<file path="src/rtl/mult_div_unit.sv">
// mult_div_unit
// Iterative multiply/divide unit for the ALU side of the datapath.
// Executes mult (15), multu (16), div (17) and divu (18) over WIDTH
// iterations, then applies sign correction and writes the architectural
// HI/LO registers. The CPU stalls on busy and reads hi/lo directly.
//
// Ports:
//   clk          rising-edge clock
//   rst_n        asynchronous active-low reset
//   start        operation request, sampled only while idle
//   alu_ctrl_in  ALU control code; codes other than 15..18 are ignored
//   op_a, op_b   rs/rt operands, needed only in the start cycle
//   hi_we, lo_we MTHI/MTLO write enables, honoured only when not busy
//   wdata        MTHI/MTLO write data
//   busy         operation in progress
//   done         one-cycle pulse when HI/LO were just updated
//   hi, lo       HI/LO register contents
//
// Configuration macro: MDU_FAST_MUL_EN
//   Defined:   mult/multu use a single-cycle WIDTH x WIDTH multiplier and
//              finish two edges after acceptance; division is unchanged.
//   Undefined: mult/multu use the shift-add loop, no multiplier inferred.

module mult_div_unit #(
    parameter int WIDTH = 32
) (
    input  logic             clk,
    input  logic             rst_n,
    input  logic             start,
    input  logic [4:0]       alu_ctrl_in,
    input  logic [WIDTH-1:0] op_a,
    input  logic [WIDTH-1:0] op_b,
    input  logic             hi_we,
    input  logic             lo_we,
    input  logic [WIDTH-1:0] wdata,
    output logic             busy,
    output logic             done,
    output logic [WIDTH-1:0] hi,
    output logic [WIDTH-1:0] lo
);

    localparam int CW = (WIDTH > 1) ? $clog2(WIDTH) : 1;
    localparam logic [CW-1:0] LAST_ITER = CW'(WIDTH - 1);

    localparam logic [1:0] IDLE = 2'd0;
    localparam logic [1:0] CALC = 2'd1;
    localparam logic [1:0] FIX  = 2'd2;

    localparam logic [4:0] OP_MULT  = 5'd15;
    localparam logic [4:0] OP_MULTU = 5'd16;
    localparam logic [4:0] OP_DIV   = 5'd17;
    localparam logic [4:0] OP_DIVU  = 5'd18;

    logic [1:0]         state;
    logic [CW-1:0]      cnt;
    logic               is_div;
    logic               res_sign;
    logic               rem_sign;
    logic [WIDTH-1:0]   mag_a;
    logic [WIDTH-1:0]   mag_b;
    logic [2*WIDTH-1:0] acc;

    logic               code_valid;
    logic               code_div;
    logic               code_signed;
    logic               a_neg;
    logic               b_neg;
    logic               accept;
    logic [WIDTH-1:0]   a_mag_in;
    logic [WIDTH-1:0]   b_mag_in;

    // Request decode: signs only count for the signed codes, so unsigned
    // operations latch zero signs and skip all later correction.
    always_comb begin
        code_valid  = (alu_ctrl_in == OP_MULT) || (alu_ctrl_in == OP_MULTU) ||
                      (alu_ctrl_in == OP_DIV)  || (alu_ctrl_in == OP_DIVU);
        code_div    = (alu_ctrl_in == OP_DIV)  || (alu_ctrl_in == OP_DIVU);
        code_signed = (alu_ctrl_in == OP_MULT) || (alu_ctrl_in == OP_DIV);
        a_neg       = code_signed & op_a[WIDTH-1];
        b_neg       = code_signed & op_b[WIDTH-1];
        a_mag_in    = a_neg ? -op_a : op_a;
        b_mag_in    = b_neg ? -op_b : op_b;
        accept      = (state == IDLE) && start && code_valid;
    end

`ifdef MDU_FAST_MUL_EN
    logic [2*WIDTH-1:0] fast_prod;

    // Single-cycle product of the latched magnitudes.
    always_comb begin
        fast_prod = {{WIDTH{1'b0}}, mag_a} * {{WIDTH{1'b0}}, mag_b};
    end
`else
    logic [WIDTH:0]     mul_sum;
    logic [2*WIDTH-1:0] mul_step;

    // Shift-add step: the multiplier sits in the low half of acc and is
    // consumed LSB first while the partial product grows in the high half.
    // The carry out of the add becomes the new top bit after the shift.
    always_comb begin
        mul_sum  = {1'b0, acc[2*WIDTH-1:WIDTH]} +
                   (acc[0] ? {1'b0, mag_a} : {(WIDTH+1){1'b0}});
        mul_step = {mul_sum, acc[WIDTH-1:1]};
    end
`endif

    logic [WIDTH:0]     div_trial;
    logic [2*WIDTH-1:0] div_step;

    // Restoring divide step: the dividend shifts out of the low half into
    // the partial remainder while quotient bits shift in at the bottom.
    // The trial uses WIDTH+1 bits so its top bit is a clean borrow flag.
    always_comb begin
        div_trial = acc[2*WIDTH-1:WIDTH-1] - {1'b0, mag_b};
        if (div_trial[WIDTH])
            div_step = {acc[2*WIDTH-2:0], 1'b0};
        else
            div_step = {div_trial[WIDTH-1:0], acc[WIDTH-2:0], 1'b1};
    end

    logic [2*WIDTH-1:0] prod_fixed;
    logic [WIDTH-1:0]   quo_fixed;
    logic [WIDTH-1:0]   rem_fixed;
    logic [WIDTH-1:0]   fix_hi;
    logic [WIDTH-1:0]   fix_lo;

    // Sign correction and result selection for the FIX state. A zero
    // divisor forces LO to all ones and hands the dividend back in HI
    // (magnitude with the dividend's sign restored). The most-negative / -1
    // case needs no special handling: the quotient magnitude wraps back
    // to itself when negated.
    always_comb begin
        prod_fixed = res_sign ? -acc : acc;
        quo_fixed  = res_sign ? -acc[WIDTH-1:0] : acc[WIDTH-1:0];
        rem_fixed  = rem_sign ? -acc[2*WIDTH-1:WIDTH] : acc[2*WIDTH-1:WIDTH];
        fix_hi     = prod_fixed[2*WIDTH-1:WIDTH];
        fix_lo     = prod_fixed[WIDTH-1:0];
        if (is_div) begin
            if (mag_b == {WIDTH{1'b0}}) begin
                fix_lo = {WIDTH{1'b1}};
                fix_hi = rem_sign ? -mag_a : mag_a;
            end else begin
                fix_lo = quo_fixed;
                fix_hi = rem_fixed;
            end
        end
    end

    // Control FSM, iteration datapath and HI/LO registers. MTHI/MTLO are
    // gated by busy so they land in IDLE (including the done cycle and a
    // start cycle) and never disturb a running operation; the FIX write
    // then overwrites anything written at the start edge.
    always_ff @(posedge clk or negedge rst_n) begin
        if (!rst_n) begin
            state    <= IDLE;
            cnt      <= '0;
            is_div   <= 1'b0;
            res_sign <= 1'b0;
            rem_sign <= 1'b0;
            mag_a    <= '0;
            mag_b    <= '0;
            acc      <= '0;
            busy     <= 1'b0;
            done     <= 1'b0;
            hi       <= '0;
            lo       <= '0;
        end else begin
            done <= 1'b0;
            if (!busy && hi_we)
                hi <= wdata;
            if (!busy && lo_we)
                lo <= wdata;
            case (state)
                IDLE: begin
                    if (accept) begin
                        state    <= CALC;
                        busy     <= 1'b1;
                        cnt      <= '0;
                        is_div   <= code_div;
                        res_sign <= a_neg ^ b_neg;
                        rem_sign <= a_neg;
                        mag_a    <= a_mag_in;
                        mag_b    <= b_mag_in;
                        acc      <= {{WIDTH{1'b0}}, code_div ? a_mag_in : b_mag_in};
                    end
                end
                CALC: begin
`ifdef MDU_FAST_MUL_EN
                    if (!is_div) begin
                        acc   <= fast_prod;
                        state <= FIX;
                    end else begin
                        acc <= div_step;
                        cnt <= cnt + CW'(1);
                        if (cnt == LAST_ITER)
                            state <= FIX;
                    end
`else
                    acc <= is_div ? div_step : mul_step;
                    cnt <= cnt + CW'(1);
                    if (cnt == LAST_ITER)
                        state <= FIX;
`endif
                end
                FIX: begin
                    hi    <= fix_hi;
                    lo    <= fix_lo;
                    done  <= 1'b1;
                    busy  <= 1'b0;
                    state <= IDLE;
                end
                default: begin
                    state <= IDLE;
                    busy  <= 1'b0;
                end
            endcase
        end
    end

endmodule
</file>
<file path="config.mk">
export PLATFORM = sky130hd
export DESIGN_NAME = mult_div_unit
export DESIGN_NICKNAME = d
export VERILOG_FILES = /design/src/rtl/mult_div_unit.sv
export SDC_FILE = /design/constraint.sdc
export NUM_CORES = 1
export LEC_CHECK = 0
export ABC_AREA = 1
export CORE_AREA = 5 5 272 274
export DETAILED_ROUTE_END_ITERATION = 8
export DIE_AREA = 0 0 277 279
export RECOVER_POWER = 50
export SETUP_SLACK_MARGIN = 0.3
export SLEW_MARGIN = 0
export SYNTH_ARGS = -nofsm -noshare
export SYNTH_HDL_FRONTEND = slang
export SYNTH_SLANG_ARGS = --single-unit
</file>
<file path="constraint.sdc">
create_clock -name clk -period 4.8 [get_ports clk]
set_input_delay 0.72 -clock clk [delete_from_list [all_inputs] [get_ports clk]]
set_output_delay 0.72 -clock clk [all_outputs]
set_load 0.05 [all_outputs]
</file>
After elaboration in Yosys (flattened, before gate mapping)
Cells that the tools add are included.
W data, S select, Z words.
Operators by class
  equality and inequality tests: 9
  bitwise gates (word level): 4
  multiplexer cells: 28
  reductions and logical operators: 19
  add/sub/neg operators: 9
Operators with widths (number)
  $mux W32: 15
  $mux W64: 4
  $neg A32 Y32: 5
  $pmux W64 S2: 1
  $neg A64 Y64: 1
  $add A32 B32 Y33: 1
  $sub A33 B32 Y33: 1
  $logic_not A32 Y1: 1
  $eq A5 B5 Y1 const B: 4
  $pmux W5 S2: 1
  $reduce_and A2 Y1: 4
  $reduce_bool A2 Y1: 3
  $add A5 B1 Y5 const B: 1
  $eq A5 B4 Y1 const B: 1
  $logic_or A1 B1 Y1: 5
  $mux W5: 1
  $logic_and A1 B1 Y1: 4
  $mux W2: 2
  $ne A2 B2 Y1 const B: 2
  $pmux W2 S2: 1
  $and A1 B1 Y1: 2
  $eq A2 B1 Y1 const B: 1
  $eq A2 B2 Y1 const B: 1
  $logic_not A2 Y1: 1
  5 further kinds: 6
Storage, ports and cells
  bits in registers: 204
  logic and storage cells: 81
  bits of input ports: 106
  output and inout port bits: 66

Longest topological paths before layout
  depth after elaboration: 7
  gate-level depth with buffers: 19
  depth with buffers taken out: 18

Worst setup path before layout
No wires, ideal clock.
  path kind: reg2reg
  from: register acc[31]
  to: register acc[42]
  library setup time: 0.121 ns
  path slack: 2.526 ns
  cell stages (with the launch flop): 19
  arrival time: 2.153 ns
  data required time: 4.679 ns
  path buffers: 1
  period minus slack after synthesis: 2.274 ns
  path through: dfrtp_1 -> inv_1 -> ha_1 -> fa_1 -> inv_1 -> nand2_1 -> nand2_1 -> nand3_1 -> nand2_2 -> nand2_2 -> nand2_2 -> nand2_4 -> nand3_2 -> nand2_8 -> buf_6 -> nand2_1 -> nand2_1 -> o21bai_1 -> nand2_1
On the way
  word-level cells in the longest chain between the ends: 4
RTL lines
  from (decl): line 61  | logic [2*WIDTH-1:0] acc;
  from (signal assigned): line 184  | acc <= {{WIDTH{1'b0}}, code_div ? a_mag_in : b_mag_in};
  from (signal assigned): line 199  | acc <= is_div ? div_step : mul_step;
  $sub A33 B32 Y33: line 114  | div_trial = acc[2*WIDTH-1:WIDTH-1] - {1'b0, mag_b};
  $mux W64: line 115  | if (div_trial[WIDTH])
  $mux W64: line 199
  $pmux W64 S2: line 173  | case (state)
No other way between the ends.
A chain may end at the register's enable or synchronous reset.

Worst setup path after layout
  from: input port alu_ctrl_in[0]
  to: register mag_a[31]
On the way
  word-level cells in the longest chain between the ends: 6
  elaborated cells between the ends (all ways): 12
  those cells by class: eq/ne (4); mux (1); bitwise (1); reduce/logical (6)
RTL lines
  from (decl): line 30  | input logic [4:0] alu_ctrl_in,
  $eq A5 B4 Y1 / $eq A5 B5 Y1 (equally long branches): line 75, 78
  $logic_or A1 B1 Y1 (2 in series): line 75  | code_valid = (alu_ctrl_in == OP_MULT) || (alu_ctrl_in == OP_MULTU) ||
  $logic_or A1 B1 Y1: line 76  | (alu_ctrl_in == OP_DIV) || (alu_ctrl_in == OP_DIVU);
  $logic_and A1 B1 Y1: line 83  | accept = (state == IDLE) && start && code_valid;
  $reduce_and A2 Y1 (no line)
  to (signal assigned): line 182  | mag_a <= a_mag_in;
  to (decl): line 59  | logic [WIDTH-1:0] mag_a;
Parallel ways exist; a longest one is shown, timed or not.

==> results.yml <==
run_status:
  status: "finished with violations"
  failed_checks: "max-capacitance violations, max-slew violations"
finish:
  antenna_cells: 0
  areaGrowthSynthToFinish_pct: 15.80
  fillers: 8048
  ff_latch_area_um2: 5111
  final_layout_size_suffix_gt1_share_pct: 3.948
  final_common_cell: "nand2_1"
  multi_input_area_um2: 13760
  mostFrequentLayoutCells: "nand2_1 (1,139), nor2_1 (546), inv_1 (432)"
  postLayoutCoreUtil_pct: 34.46
  nNetsFinal: 3959
floorplanning:
  rows: 98
  pin_count: 172
  dieHeight_um: 279
  core_um2: 71120
  die-area_um2: 77280
  start_util_pct: 29.76
  die_x_um: 277
power_and_ir_drop:
  ir_drop_v: 0.0003375
  power_leakage_nw: 12.06
  power_density_nw_per_um2: 708.7
setup_path:
  cp.arrival_ns: 4.25
  cpPeakStageDelay_ns: 1.34
  required_ns: 5.29
  startpoint: "alu_ctrl_in[0]"
  r2r.worst_path.cells: 7
  cp-start-kind: "primary input"
  timing.rr.start: "state[1]"
  crit_buf_inv: 5
  timing.rr.end: "mag_a[31]"
  path_depth: 11
  critPathSlowestCell: "clkbuf_1"
  cpLargestDelayFamily: "buffers and inverters"
  crit_type: "primary input to flip-flop"
  crit_chain: "dlygate4sd3_1 > nand2_1 > clkinv_1 > nand4_1 > nand2_1 > nand4_2 > buf_4 > inv_2 > clkbuf_1 > nand3_1 > o21ai_0"
  cp_common_cell: "nand2_1"
  r2r_slack_ns: 1.52
  worstPathMaxFanout: 53
  endpoint_kind: "flip-flop"
  setup.worst_path.end: "mag_a[31]"
clock_network:
  clock-root-buffer: "clkbuf_16"
  postCtsHoldBufs: 0
  htreeDepth: 1
  clkTransAtPathRegs_ns: 0.06
  cts_buffers: 25
  insertion_delay_ns: 0.58
  cts_tree: "done"
  cts_resized: 0
  cts_sinks: 204
  cts_setup_buffers: 0
  cts_buffer_depth: 3
route:
  drt_iter0_drc: 2637
  vias_per_cell: 5.149
  post_drt_wl_per_cell_um: 19.46
  vias: 24450
  drc: 0
  firstDrtPassIters: 6
  drtAntennaViolNets: 0
  wirelength_mm: 92.40
yosys:
  synth.cell_area_um2: 21170
  synth_area_leaders: "dfrtp_1 (24%), nand2_1 (20%), nor2_1 (9.7%)"
  synth_flop_cell: "dfrtp_1"
  yosys_warnings: 0
  yosysTopAreaCell: "dfrtp_1"
  avgSynthCellArea_um2: 5.751
  async_reset_ff_share_pct: 100.0
  synth_seq_cells: 204
  synth_cells: 3680
  ys_types: 50
  synth_edf_count: 0
  synth_top_area_share_pct: 24.12
  syn-num-nets: 3859
  ys_seq_area_share_pct: 24.12
global_routing:
  grt_pass1_wl_mm: 138.8
  gr-usage-all-layers_pct: 22.72
  antenna_found_initial: 0
  grt_start_max_net_pins: 97
  overflow: 0
  grt_pass1_vias: 22720
timing:
  finalSetupTns_ns: 0
  fmax_mhz: 266.2
  slew_headroom_pct: -81.59
  finalMaxSlewViolations: 293
  rsz0062_at_grt: "no"
  worst_pin_slew_ns: 2.724
  finalHoldWorstSlack_ns: 0.4905
  finalHoldViolations: 0
  setup_violations: 0
  post-route-period-util_pct: 78.27
  skew_ns: 0.04065
  fin_crit_ns: 3.757
flow_run:
  cap_violations: 5
worst_hold_path:
  hp-class: "flip-flop to flip-flop"
  min_from: "lo[13]"
place:
  dp_hpwl_mm: 74.08
  gp_congestion: 0.9761
  portBuffers: 171
## worst min-delay path by stage
stage | end | cells past startpoint
floorplan | acc[0] | 0
global placement | mag_b[14] | 2
detailed placement | lo[13] | 2
CTS | done | 1
global route | lo[30] | 2
finish | lo[13] | 2
## Yosys cell counts (17+ instances only)
cell type,instances
ha_1,71
inv_1,431
nand2_1,1136
a31oi_1,29
nand3b_1,22
clkbuf_1,74
inv_2,18
o21ai_0,195
xnor2_1,17
nor2_1,548
nand3_1,401
buf_1,17
buf_2,23
xor2_1,79
dfrtp_1,204
nor3_1,22
nand4_1,44
o21ai_1,19
a21oi_1,193
## cells by family (layout without fill, tap and decap cells)
group / Yosys count / after routing / synth area share, %
AOI/OAI and AO/OA: 485 / 485 / 12.34
xor gates and xnor gates: 96 / 96 / 3.973
adders and majority gates: 73 / 73 / 4.386
buffers and inverters: 581 / 700 / 10.76
DFF: 204 / 204 / 24.12
and+or+nand+nor: 2241 / 2241 / 44.42
## layer usage
metal / vias to the layer above / track usage (%) / wire, µm
met1: 11410 / 31.12 / 40390
met2: 926 / 37.70 / 42620
met3: 158 / 2.082 / 5723
met5: - / 0 / 0
li1: 11960 / - / -
met4: 0 / 7.989 / 3670
## power by group
group | switching (mW) | internal (mW) | leakage, nW
Combinational | 7.80 | 3.70 | 9.26
Sequential | 1.39 | 2.51 | 2.39
Clock | 0.835 | 1.14 | 0.414
Total | 10.0 | 7.35 | 12.1
## final cells by class
| type | instances | share of cell area (%) |
|---|---|---|
| timing repair buffer | 199 | 7.759 |
| clock buffer | 36 | 3.048 |
| multi-input combinational | 2895 | 56.13 |
| clock inverter | 10 | 0.3829 |
| tap | 950 | 4.850 |
| inverter | 455 | 6.973 |
| sequential | 204 | 20.85 |
## through the flow
stage	area (µm²)	total power, mW	setup slack (ns)	cells
6_report	24510	17.37	1.043	4749
5_1_grt	24510	18.75	0.7538	4749
4_1_cts	24580	17.24	1.714	4749
3_5_place_dp	23740	15.22	1.334	4703
3_3_place_gp	23740	15.21	1.393	4703
2_1_floorplan	21170	11.38	2.526	3680
## tightest hold or removal path, cell delays in order, from the launching register on
cell and delay (ns):
dfrtp_1 0.35, nand2_1 0.05, o21ai_0 0.05
## state kept, by name, indices dropped and copies added, names as in the netlist
| signal | flops |
|---|---|
| hi | 32 |
| mag_a | 32 |
| cnt | 5 |
| done | 1 |
| is_div | 1 |
| lo | 32 |
| rem_sign | 1 |
| res_sign | 1 |
| acc | 64 |
| mag_b | 32 |
| busy | 1 |
| state | 2 |
Power figures use the tool's default switching activity.
